**src/rtl/lc3_execute_pipe_if.sv**
```systemverilog
// Handshaked bus between decode/regfile, the LC-3 execute stage and memory-access.
// The master drives instructions in and accepts results; the slave is the execute stage.
interface lc3_execute_pipe_if #(
    parameter int DW      = 16,
    parameter int NUM_BYP = 2
);
    logic                  flush;
    logic                  in_valid;
    logic                  in_ready;
    logic [2:0]            alu_op;
    logic [1:0]            pcsel1;
    logic                  pcsel2;
    logic                  op2sel;
    logic [1:0]            W_Control_in;
    logic                  Mem_Control_in;
    logic [15:0]           IR;
    logic [DW-1:0]         npc_in;
    logic [DW-1:0]         VSR1;
    logic [DW-1:0]         VSR2;
    logic [NUM_BYP*DW-1:0] byp_val;
    logic [NUM_BYP-1:0]    byp_hit1;
    logic [NUM_BYP-1:0]    byp_hit2;
    logic                  out_valid;
    logic                  out_ready;
    logic [DW-1:0]         aluout;
    logic [DW-1:0]         pcout;
    logic [DW-1:0]         M_Data;
    logic [1:0]            W_Control_out;
    logic                  Mem_Control_out;
    logic [2:0]            dr;
    logic [2:0]            NZP;
    logic [15:0]           IR_Exec;
    logic                  busy;

    modport master (
        output flush, in_valid, alu_op, pcsel1, pcsel2, op2sel, W_Control_in,
               Mem_Control_in, IR, npc_in, VSR1, VSR2, byp_val, byp_hit1, byp_hit2,
               out_ready,
        input  in_ready, out_valid, aluout, pcout, M_Data, W_Control_out,
               Mem_Control_out, dr, NZP, IR_Exec, busy
    );

    modport slave (
        input  flush, in_valid, alu_op, pcsel1, pcsel2, op2sel, W_Control_in,
               Mem_Control_in, IR, npc_in, VSR1, VSR2, byp_val, byp_hit1, byp_hit2,
               out_ready,
        output in_ready, out_valid, aluout, pcout, M_Data, W_Control_out,
               Mem_Control_out, dr, NZP, IR_Exec, busy
    );
endinterface

```
**src/rtl/lc3_execute_pipe.sv**
```systemverilog
// LC-3 execute stage with valid/ready handshake, priority bypass network,
// iterative radix-2 multiplier and synchronous branch-redirect flush.
module lc3_execute_pipe #(
    parameter int DW      = 16,
    parameter int NUM_BYP = 2,
    parameter int MUL_EN  = 1
) (
    input logic               clk,
    input logic               rst,
    lc3_execute_pipe_if.slave bus
);
    localparam int CW = (DW > 1) ? $clog2(DW) : 1;

    typedef enum logic {S_IDLE = 1'b0, S_MUL = 1'b1} state_t;

    state_t state_p0, state_nxt;
    logic   busy_c;

    logic signed [DW-1:0] src1, src2, imm5_x, pc_off, pc_base, pc_sum, alu_res;
    logic        [DW-1:0] mdata_c, acc_nxt;
    logic                 accept, is_mul, load_single, mul_last, mul_done;

    // multiplier operands plus the fields that travel with a multiply
    logic [DW-1:0] mcand_p0, mplier_p0, acc_p0, pcout_p0, mdata_p0;
    logic [CW-1:0] cnt_p0;
    logic [15:0]   ir_p0;
    logic [1:0]    wctl_p0;
    logic          mctl_p0;

    logic          vld_p1;
    logic [DW-1:0] aluout_p1, pcout_p1, mdata_p1;
    logic [1:0]    wctl_p1;
    logic          mctl_p1;
    logic [2:0]    dr_p1, nzp_p1;
    logic [15:0]   ir_p1;

    function automatic logic [2:0] nzp_of(input logic [15:0] ir);
        return (ir[15:12] == 4'b0000) ? ir[11:9] : 3'b000;
    endfunction

    function automatic logic is_store(input logic [3:0] opc);
        return (opc == 4'b0011) || (opc == 4'b0111) || (opc == 4'b1011);
    endfunction

    assign bus.in_ready = !busy_c && (!vld_p1 || bus.out_ready) && !bus.flush;
    assign accept       = bus.in_valid && bus.in_ready;
    assign is_mul       = (MUL_EN != 0) && (bus.alu_op == 3'd4);
    assign load_single  = accept && !is_mul;
    assign mul_last     = (cnt_p0 == CW'(DW - 1));
    assign mul_done     = busy_c && mul_last && !bus.flush;
    assign acc_nxt      = acc_p0 + (mplier_p0[0] ? mcand_p0 : '0);

    // Operand resolution: lowest-index bypass hit wins, so scan downward.
    always_comb begin
        imm5_x = {{(DW-5){bus.IR[4]}}, bus.IR[4:0]};
        src1   = bus.VSR1;
        src2   = bus.op2sel ? bus.VSR2 : imm5_x;
        for (int k = NUM_BYP - 1; k >= 0; k--) begin
            if (bus.byp_hit1[k]) src1 = bus.byp_val[k*DW +: DW];
            if (bus.byp_hit2[k]) src2 = bus.byp_val[k*DW +: DW];
        end
    end

    always_comb begin
        case (bus.pcsel1)
            2'd0:    pc_off = {{(DW-11){bus.IR[10]}}, bus.IR[10:0]};
            2'd1:    pc_off = {{(DW-9){bus.IR[8]}}, bus.IR[8:0]};
            2'd2:    pc_off = {{(DW-6){bus.IR[5]}}, bus.IR[5:0]};
            default: pc_off = '0;
        endcase
        pc_base = bus.pcsel2 ? bus.npc_in : src1;
        pc_sum  = pc_off + pc_base;
        mdata_c = is_store(bus.IR[15:12]) ? src1 : '0;
        case (bus.alu_op)
            3'd1:    alu_res = src1 & src2;
            3'd2:    alu_res = ~src1;
            3'd3:    alu_res = src2;
            default: alu_res = src1 + src2;
        endcase
    end

    always_ff @(posedge clk) begin
        if (rst) state_p0 <= S_IDLE;
        else     state_p0 <= state_nxt;
    end

    always_comb begin
        state_nxt = state_p0;
        if (bus.flush) begin
            state_nxt = S_IDLE;
        end else begin
            case (state_p0)
                S_IDLE:  if (accept && is_mul) state_nxt = S_MUL;
                S_MUL:   if (mul_last)         state_nxt = S_IDLE;
                default: state_nxt = S_IDLE;
            endcase
        end
    end

    always_comb begin
        busy_c   = (state_p0 == S_MUL);
        bus.busy = busy_c;
    end

    // Stage p0: capture a multiply, then one shift-add step per cycle.
    always_ff @(posedge clk) begin
        if (accept && is_mul) begin
            mcand_p0  <= src1;
            mplier_p0 <= src2;
            acc_p0    <= '0;
            cnt_p0    <= '0;
            pcout_p0  <= pc_sum;
            mdata_p0  <= mdata_c;
            ir_p0     <= bus.IR;
            wctl_p0   <= bus.W_Control_in;
            mctl_p0   <= bus.Mem_Control_in;
        end else if (busy_c) begin
            acc_p0    <= acc_nxt;
            mcand_p0  <= mcand_p0 << 1;
            mplier_p0 <= mplier_p0 >> 1;
            cnt_p0    <= cnt_p0 + 1'b1;
        end
    end

    // Stage p1: output register, held under backpressure.
    always_ff @(posedge clk) begin
        if (rst) begin
            vld_p1    <= 1'b0;
            aluout_p1 <= '0;
            pcout_p1  <= '0;
            mdata_p1  <= '0;
            wctl_p1   <= '0;
            mctl_p1   <= 1'b0;
            dr_p1     <= '0;
            nzp_p1    <= '0;
            ir_p1     <= '0;
        end else if (bus.flush) begin
            vld_p1 <= 1'b0;
            nzp_p1 <= '0;
        end else if (load_single) begin
            vld_p1    <= 1'b1;
            aluout_p1 <= alu_res;
            pcout_p1  <= pc_sum;
            mdata_p1  <= mdata_c;
            wctl_p1   <= bus.W_Control_in;
            mctl_p1   <= bus.Mem_Control_in;
            dr_p1     <= bus.IR[11:9];
            nzp_p1    <= nzp_of(bus.IR);
            ir_p1     <= bus.IR;
        end else if (mul_done) begin
            vld_p1    <= 1'b1;
            aluout_p1 <= acc_nxt;
            pcout_p1  <= pcout_p0;
            mdata_p1  <= mdata_p0;
            wctl_p1   <= wctl_p0;
            mctl_p1   <= mctl_p0;
            dr_p1     <= ir_p0[11:9];
            nzp_p1    <= nzp_of(ir_p0);
            ir_p1     <= ir_p0;
        end else if (vld_p1 && bus.out_ready) begin
            vld_p1 <= 1'b0;
            nzp_p1 <= '0;
        end
    end

    assign bus.out_valid       = vld_p1;
    assign bus.aluout          = aluout_p1;
    assign bus.pcout           = pcout_p1;
    assign bus.M_Data          = mdata_p1;
    assign bus.W_Control_out   = wctl_p1;
    assign bus.Mem_Control_out = mctl_p1;
    assign bus.dr              = dr_p1;
    assign bus.NZP             = nzp_p1;
    assign bus.IR_Exec         = ir_p1;
endmodule
```
**src/flat_wrapper.sv**
```systemverilog
// flat-port wrapper written by rule: the top's interface ports become plain ports
module lc3_execute_pipe_flat 
#(
    parameter int DW      = 16,
    parameter int NUM_BYP = 2,
    parameter int MUL_EN  = 1
)
  (clk, rst, bus_flush, bus_in_valid, bus_alu_op, bus_pcsel1, bus_pcsel2, bus_op2sel, bus_W_Control_in, bus_Mem_Control_in, bus_IR, bus_npc_in, bus_VSR1, bus_VSR2, bus_byp_val, bus_byp_hit1, bus_byp_hit2, bus_out_ready, bus_in_ready, bus_out_valid, bus_aluout, bus_pcout, bus_M_Data, bus_W_Control_out, bus_Mem_Control_out, bus_dr, bus_NZP, bus_IR_Exec, bus_busy);
  lc3_execute_pipe_if #(.DW(DW), .NUM_BYP(NUM_BYP)) bus_i ();
  input logic clk;
  input logic rst;
  input wire logic [$bits(bus_i.flush)-1:0] bus_flush;
  input wire logic [$bits(bus_i.in_valid)-1:0] bus_in_valid;
  input wire logic [$bits(bus_i.alu_op)-1:0] bus_alu_op;
  input wire logic [$bits(bus_i.pcsel1)-1:0] bus_pcsel1;
  input wire logic [$bits(bus_i.pcsel2)-1:0] bus_pcsel2;
  input wire logic [$bits(bus_i.op2sel)-1:0] bus_op2sel;
  input wire logic [$bits(bus_i.W_Control_in)-1:0] bus_W_Control_in;
  input wire logic [$bits(bus_i.Mem_Control_in)-1:0] bus_Mem_Control_in;
  input wire logic [$bits(bus_i.IR)-1:0] bus_IR;
  input wire logic [$bits(bus_i.npc_in)-1:0] bus_npc_in;
  input wire logic [$bits(bus_i.VSR1)-1:0] bus_VSR1;
  input wire logic [$bits(bus_i.VSR2)-1:0] bus_VSR2;
  input wire logic [$bits(bus_i.byp_val)-1:0] bus_byp_val;
  input wire logic [$bits(bus_i.byp_hit1)-1:0] bus_byp_hit1;
  input wire logic [$bits(bus_i.byp_hit2)-1:0] bus_byp_hit2;
  input wire logic [$bits(bus_i.out_ready)-1:0] bus_out_ready;
  output wire logic [$bits(bus_i.in_ready)-1:0] bus_in_ready;
  output wire logic [$bits(bus_i.out_valid)-1:0] bus_out_valid;
  output wire logic [$bits(bus_i.aluout)-1:0] bus_aluout;
  output wire logic [$bits(bus_i.pcout)-1:0] bus_pcout;
  output wire logic [$bits(bus_i.M_Data)-1:0] bus_M_Data;
  output wire logic [$bits(bus_i.W_Control_out)-1:0] bus_W_Control_out;
  output wire logic [$bits(bus_i.Mem_Control_out)-1:0] bus_Mem_Control_out;
  output wire logic [$bits(bus_i.dr)-1:0] bus_dr;
  output wire logic [$bits(bus_i.NZP)-1:0] bus_NZP;
  output wire logic [$bits(bus_i.IR_Exec)-1:0] bus_IR_Exec;
  output wire logic [$bits(bus_i.busy)-1:0] bus_busy;
  assign bus_i.flush = bus_flush;
  assign bus_i.in_valid = bus_in_valid;
  assign bus_i.alu_op = bus_alu_op;
  assign bus_i.pcsel1 = bus_pcsel1;
  assign bus_i.pcsel2 = bus_pcsel2;
  assign bus_i.op2sel = bus_op2sel;
  assign bus_i.W_Control_in = bus_W_Control_in;
  assign bus_i.Mem_Control_in = bus_Mem_Control_in;
  assign bus_i.IR = bus_IR;
  assign bus_i.npc_in = bus_npc_in;
  assign bus_i.VSR1 = bus_VSR1;
  assign bus_i.VSR2 = bus_VSR2;
  assign bus_i.byp_val = bus_byp_val;
  assign bus_i.byp_hit1 = bus_byp_hit1;
  assign bus_i.byp_hit2 = bus_byp_hit2;
  assign bus_i.out_ready = bus_out_ready;
  assign bus_in_ready = bus_i.in_ready;
  assign bus_out_valid = bus_i.out_valid;
  assign bus_aluout = bus_i.aluout;
  assign bus_pcout = bus_i.pcout;
  assign bus_M_Data = bus_i.M_Data;
  assign bus_W_Control_out = bus_i.W_Control_out;
  assign bus_Mem_Control_out = bus_i.Mem_Control_out;
  assign bus_dr = bus_i.dr;
  assign bus_NZP = bus_i.NZP;
  assign bus_IR_Exec = bus_i.IR_Exec;
  assign bus_busy = bus_i.busy;
  lc3_execute_pipe #(.DW(DW), .NUM_BYP(NUM_BYP), .MUL_EN(MUL_EN)) u_core (.clk(clk), .rst(rst), .bus(bus_i));
endmodule
```
**config.mk**
```make
export PLATFORM = sky130hd
export DESIGN_NAME = lc3_execute_pipe_flat
export DESIGN_NICKNAME = d
export VERILOG_FILES = /design/src/rtl/lc3_execute_pipe_if.sv /design/src/rtl/lc3_execute_pipe.sv /design/src/flat_wrapper.sv
export SDC_FILE = /design/constraint.sdc
export NUM_CORES = 1
export LEC_CHECK = 0
export ABC_CLOCK_PERIOD_IN_PS = 5400
export CORE_MARGIN = 2
export CORE_UTILIZATION = 50
export CTS_BUF_LIST = sky130_fd_sc_hd__clkbuf_2 sky130_fd_sc_hd__clkbuf_4 sky130_fd_sc_hd__clkbuf_8
export DETAILED_ROUTE_END_ITERATION = 12
export PLACE_DENSITY = 0.76
export SETUP_SLACK_MARGIN = 0.5
export SLEW_MARGIN = 20
export SYNTH_ARGS = -nofsm -noshare
export SYNTH_HDL_FRONTEND = slang
export SYNTH_SLANG_ARGS = --single-unit
```
**constraint.sdc**
```tcl
create_clock -name clk -period 5.4 [get_ports clk]
set_input_delay 1.08 -clock clk [delete_from_list [all_inputs] [get_ports clk]]
set_output_delay 1.08 -clock clk [all_outputs]
set_load 0.01 [all_outputs]
```
==> results by group <==
Run status
  – Status: complete, no violations

Placement
  – PortBufs: 190
  – Final HPWL DP: 26,100 µm
  – Post-Place Cells: 1,686
  – Post-place setup slack: 454 ps
  – Routability congestion estimate: 0.926

GRT
  – Total GRT Usage: 30.5%
  – Met3 Usage GRT: 4.52%
  – Vias in the first global route: 9,200
  – GR peak layer: met2
  – Total grt overflow: 0
  – Initial antenna violation count: 0
  – First-pass GRT wire length: 52,900 µm
  – Met1 Use GR: 44.9%
  – Pin count of the biggest net entering global routing: 77
  – Grt met2 use: 48.2%

Detailed routing
  – WL final: 34,700 µm
  – Via count: 10,144
  – Router iterations before antenna repair: 7
  – Antenna Violating Nets Remaining: 0
  – Drt via density: 5.90
  – DRC violations left: 0
  – Average wire per standard cell: 20.2 µm
  – DRT iter0 DRCs: 944

Die
  – Die area: 0.0227 mm²
  – Die width: 151 µm
  – Chip height: 151 µm
  – Initial Utilization: 50.9%
  – Core Rows: 53
  – Core Area: 0.0211 mm²
  – Boundary pin count: 191

Critical path
  – Worst EP required: 5730 ps
  – CP Data Arrival Time: 4850 ps
  – Most numerous cell on the critical path: a21oi_1
  – Crit path max-delay cell type: clkdlybuf4s50_1
  – Crit path launch type: input pin
  – CP Capture Type: register
  – Setup slack, reg-to-reg: 2170 ps
  – CP peak stage delay: 730 ps
  – Setup CP Type: input pin to register
  – Worst path cell trace: clkdlybuf4s50_1 > mux2i_1 > nor2_1 > a21oi_1 > inv_1 > ha_1 > fa_1 > a21o_1 > a21oi_1 > o21a_1 > o31ai_1 > xor2_1 > a2111oi_0 > a211oi_1
  – Crit path max fanout: 8

Timing
  – Clk_skew: 21.2 ps
  – Max Clk Rate: 221 MHz
  – Period utilisation layout: 83.7%
  – Setup TNS: 0 ps
  – Hold Violations, Final: 0
  – RSZ-0062 raised after global routing: no
  – Max-slew headroom at the worst pin: 30.2%
  – Slew @ Worst Pin: 1050 ps
  – Final setup fails: 0
  – Max Slew Vio Count: 0
  – Crit path time final: 4520 ps
  – Worst setup margin: 882 ps

Layout
  – Finished Layout Cells: 1,718
  – # diodes: 0
  – Fillers: 1,820
  – Utilization after layout: 63.4%
  – Area Growth Syn to Fin: 24.5%
  – Net count reported at finish: 1,593
  – Layout cells sized above 1: 6.86%

Synthesis
  – Post-synthesis sequential area ratio: 40.3%
  – Most used DFF post-synth: dfxtp_1
  – Synth async-reset ratio: 0%
  – Synth Register Bits: 175
  – Ys Warns: 0
  – Post-Syn Nets: 1,423
  – Yosys cell types: 68
  – Cell area after synthesis: 0.0107 mm²
  – Avg Inst Size Synth: 8.53 µm²
  – Cell count after synthesis: 1,260
  – EDFF count, synth: 83

Pwr
  – Leak: 0.00516 µW
  – Worst vdd rail ir drop: 0.000168 V
  – Total power: 3490 µW
  – Pwr/cell area: 261 mW/mm²

Clocking
  – Worst skew pair latency: 490 ps
  – Post-cts repair resize count: 0
  – Max clock buf depth: 2
  – CTS tree: done
  – Post-CTS Hold Fix Bufs: 0
  – Post-CTS setup buffer count: 0
  – Sink Count: 175
  – H-tree depth: 4
  – Reg clk slew, reported paths: 100 ps
  – CTS Buf Count: 17
  – Root Buffer: clkbuf_8

Job
  – Maxcap violations: 0

Min path
  – Hold Path Class: register to register
## cell usage after synthesis (all sizes together) (10+ instances only)
library cell / count / area, µm²
a311oi: 51 / 447
xnor2: 35 / 307
nor3: 14 / 70.1
nand2: 239 / 897
clkbuf: 70 / 263
a21o: 13 / 97.6
dfxtp: 92 / 1840
o21ai: 89 / 445
nand3: 14 / 70.1
buf: 10 / 63.8
a211oi: 25 / 188
edfxtp: 83 / 2490
o21a: 12 / 90.1
nor2: 105 / 394
nand2b: 11 / 68.8
mux2i: 40 / 400
nor2b: 16 / 100
and2: 24 / 150
mux2: 11 / 128
and3: 12 / 75.1
a21oi: 66 / 330
ha: 45 / 563
inv: 53 / 199
## worst max-delay path: cells and delay by family
kind                       cells  cell delay, ps
AOI/OAI and AO/OA              7            1820
muxes                          1             240
xor gates and xnor gates       1             170
adders and majority gates      2             670
and+or+nand+nor                1              50
buffers and inverters          2             820
## area by class of cell
cell class	count	area, µm²	share of cell area, %
Sequential cell	175	4330	32.4
Clock buffer	18	241	1.81
Clock inverter	14	148	1.10
Tap cell	275	344	2.57
Inverter	53	199	1.49
Timing Repair Buffer	231	2200	16.5
Multi-Input combinational cell	952	5900	44.1
## cells in the final DEF (no fill, tap or decap), drive strengths merged, types with 16 or more instances in the layout
cell,Yosys,final
nor2,105,105
edfxtp,83,83
o21ai,89,89
clkdlybuf4s50,0,189
inv,53,59
nand2,239,239
xnor2,35,35
a211oi,25,25
clkbuf,70,18
a311oi,51,51
mux2i,40,40
and2,24,24
a21oi,66,66
ha,45,45
dfxtp,92,92
buf,10,42
nor2b,16,16
## routing by layer
metal | up-vias | share of wire [%]
li1 | 4861 | -
met1 | 4801 | 45
met2 | 461 | 46
met3 | 21 | 7.6
met4 | 0 | 1.0
met5 | - | 0
## stage by stage
step / cell area, µm² / hold slack, ps
finish: 13400 / 460
global route: 13400 / 484
CTS: 13400 / 465
detailed placement: 13000 / 451
global placement: 13000 / 441
floorplan: 10700 / 438
## worst paths after layout
path / start / to / depth (start not counted)
max: bus_byp_hit1[1] / u_core.bus.aluout[10] / 14
max reg2reg: u_core.mplier_p0[0] / u_core.bus.aluout[13] / 9
min: u_core.bus.NZP[2] / u_core.bus.NZP[2] / 2
min reg2reg: u_core.bus.NZP[2] / u_core.bus.NZP[2] / 2
## power breakdown
part | leakage, µW | internal, µW | switching (µW)
sequential | 0.00149 | 1480 | 54.0
clock | 0.000192 | 350 | 569
combinational | 0.00348 | 468 | 569
## logic make-up after synthesis
family / Yosys count / share of synthesized area, %
AND/OR/NAND/NOR: 469 / 19.3
AO/OA/AOI/OAI: 338 / 21.0
flip-flops: 175 / 40.3
buffers and inverters: 133 / 4.89
multiplexers: 51 / 4.91
adder cells (fa/ha/maj): 50 / 6.00
XOR/XNOR: 44 / 3.59
Power figures use the tool's default switching activity.
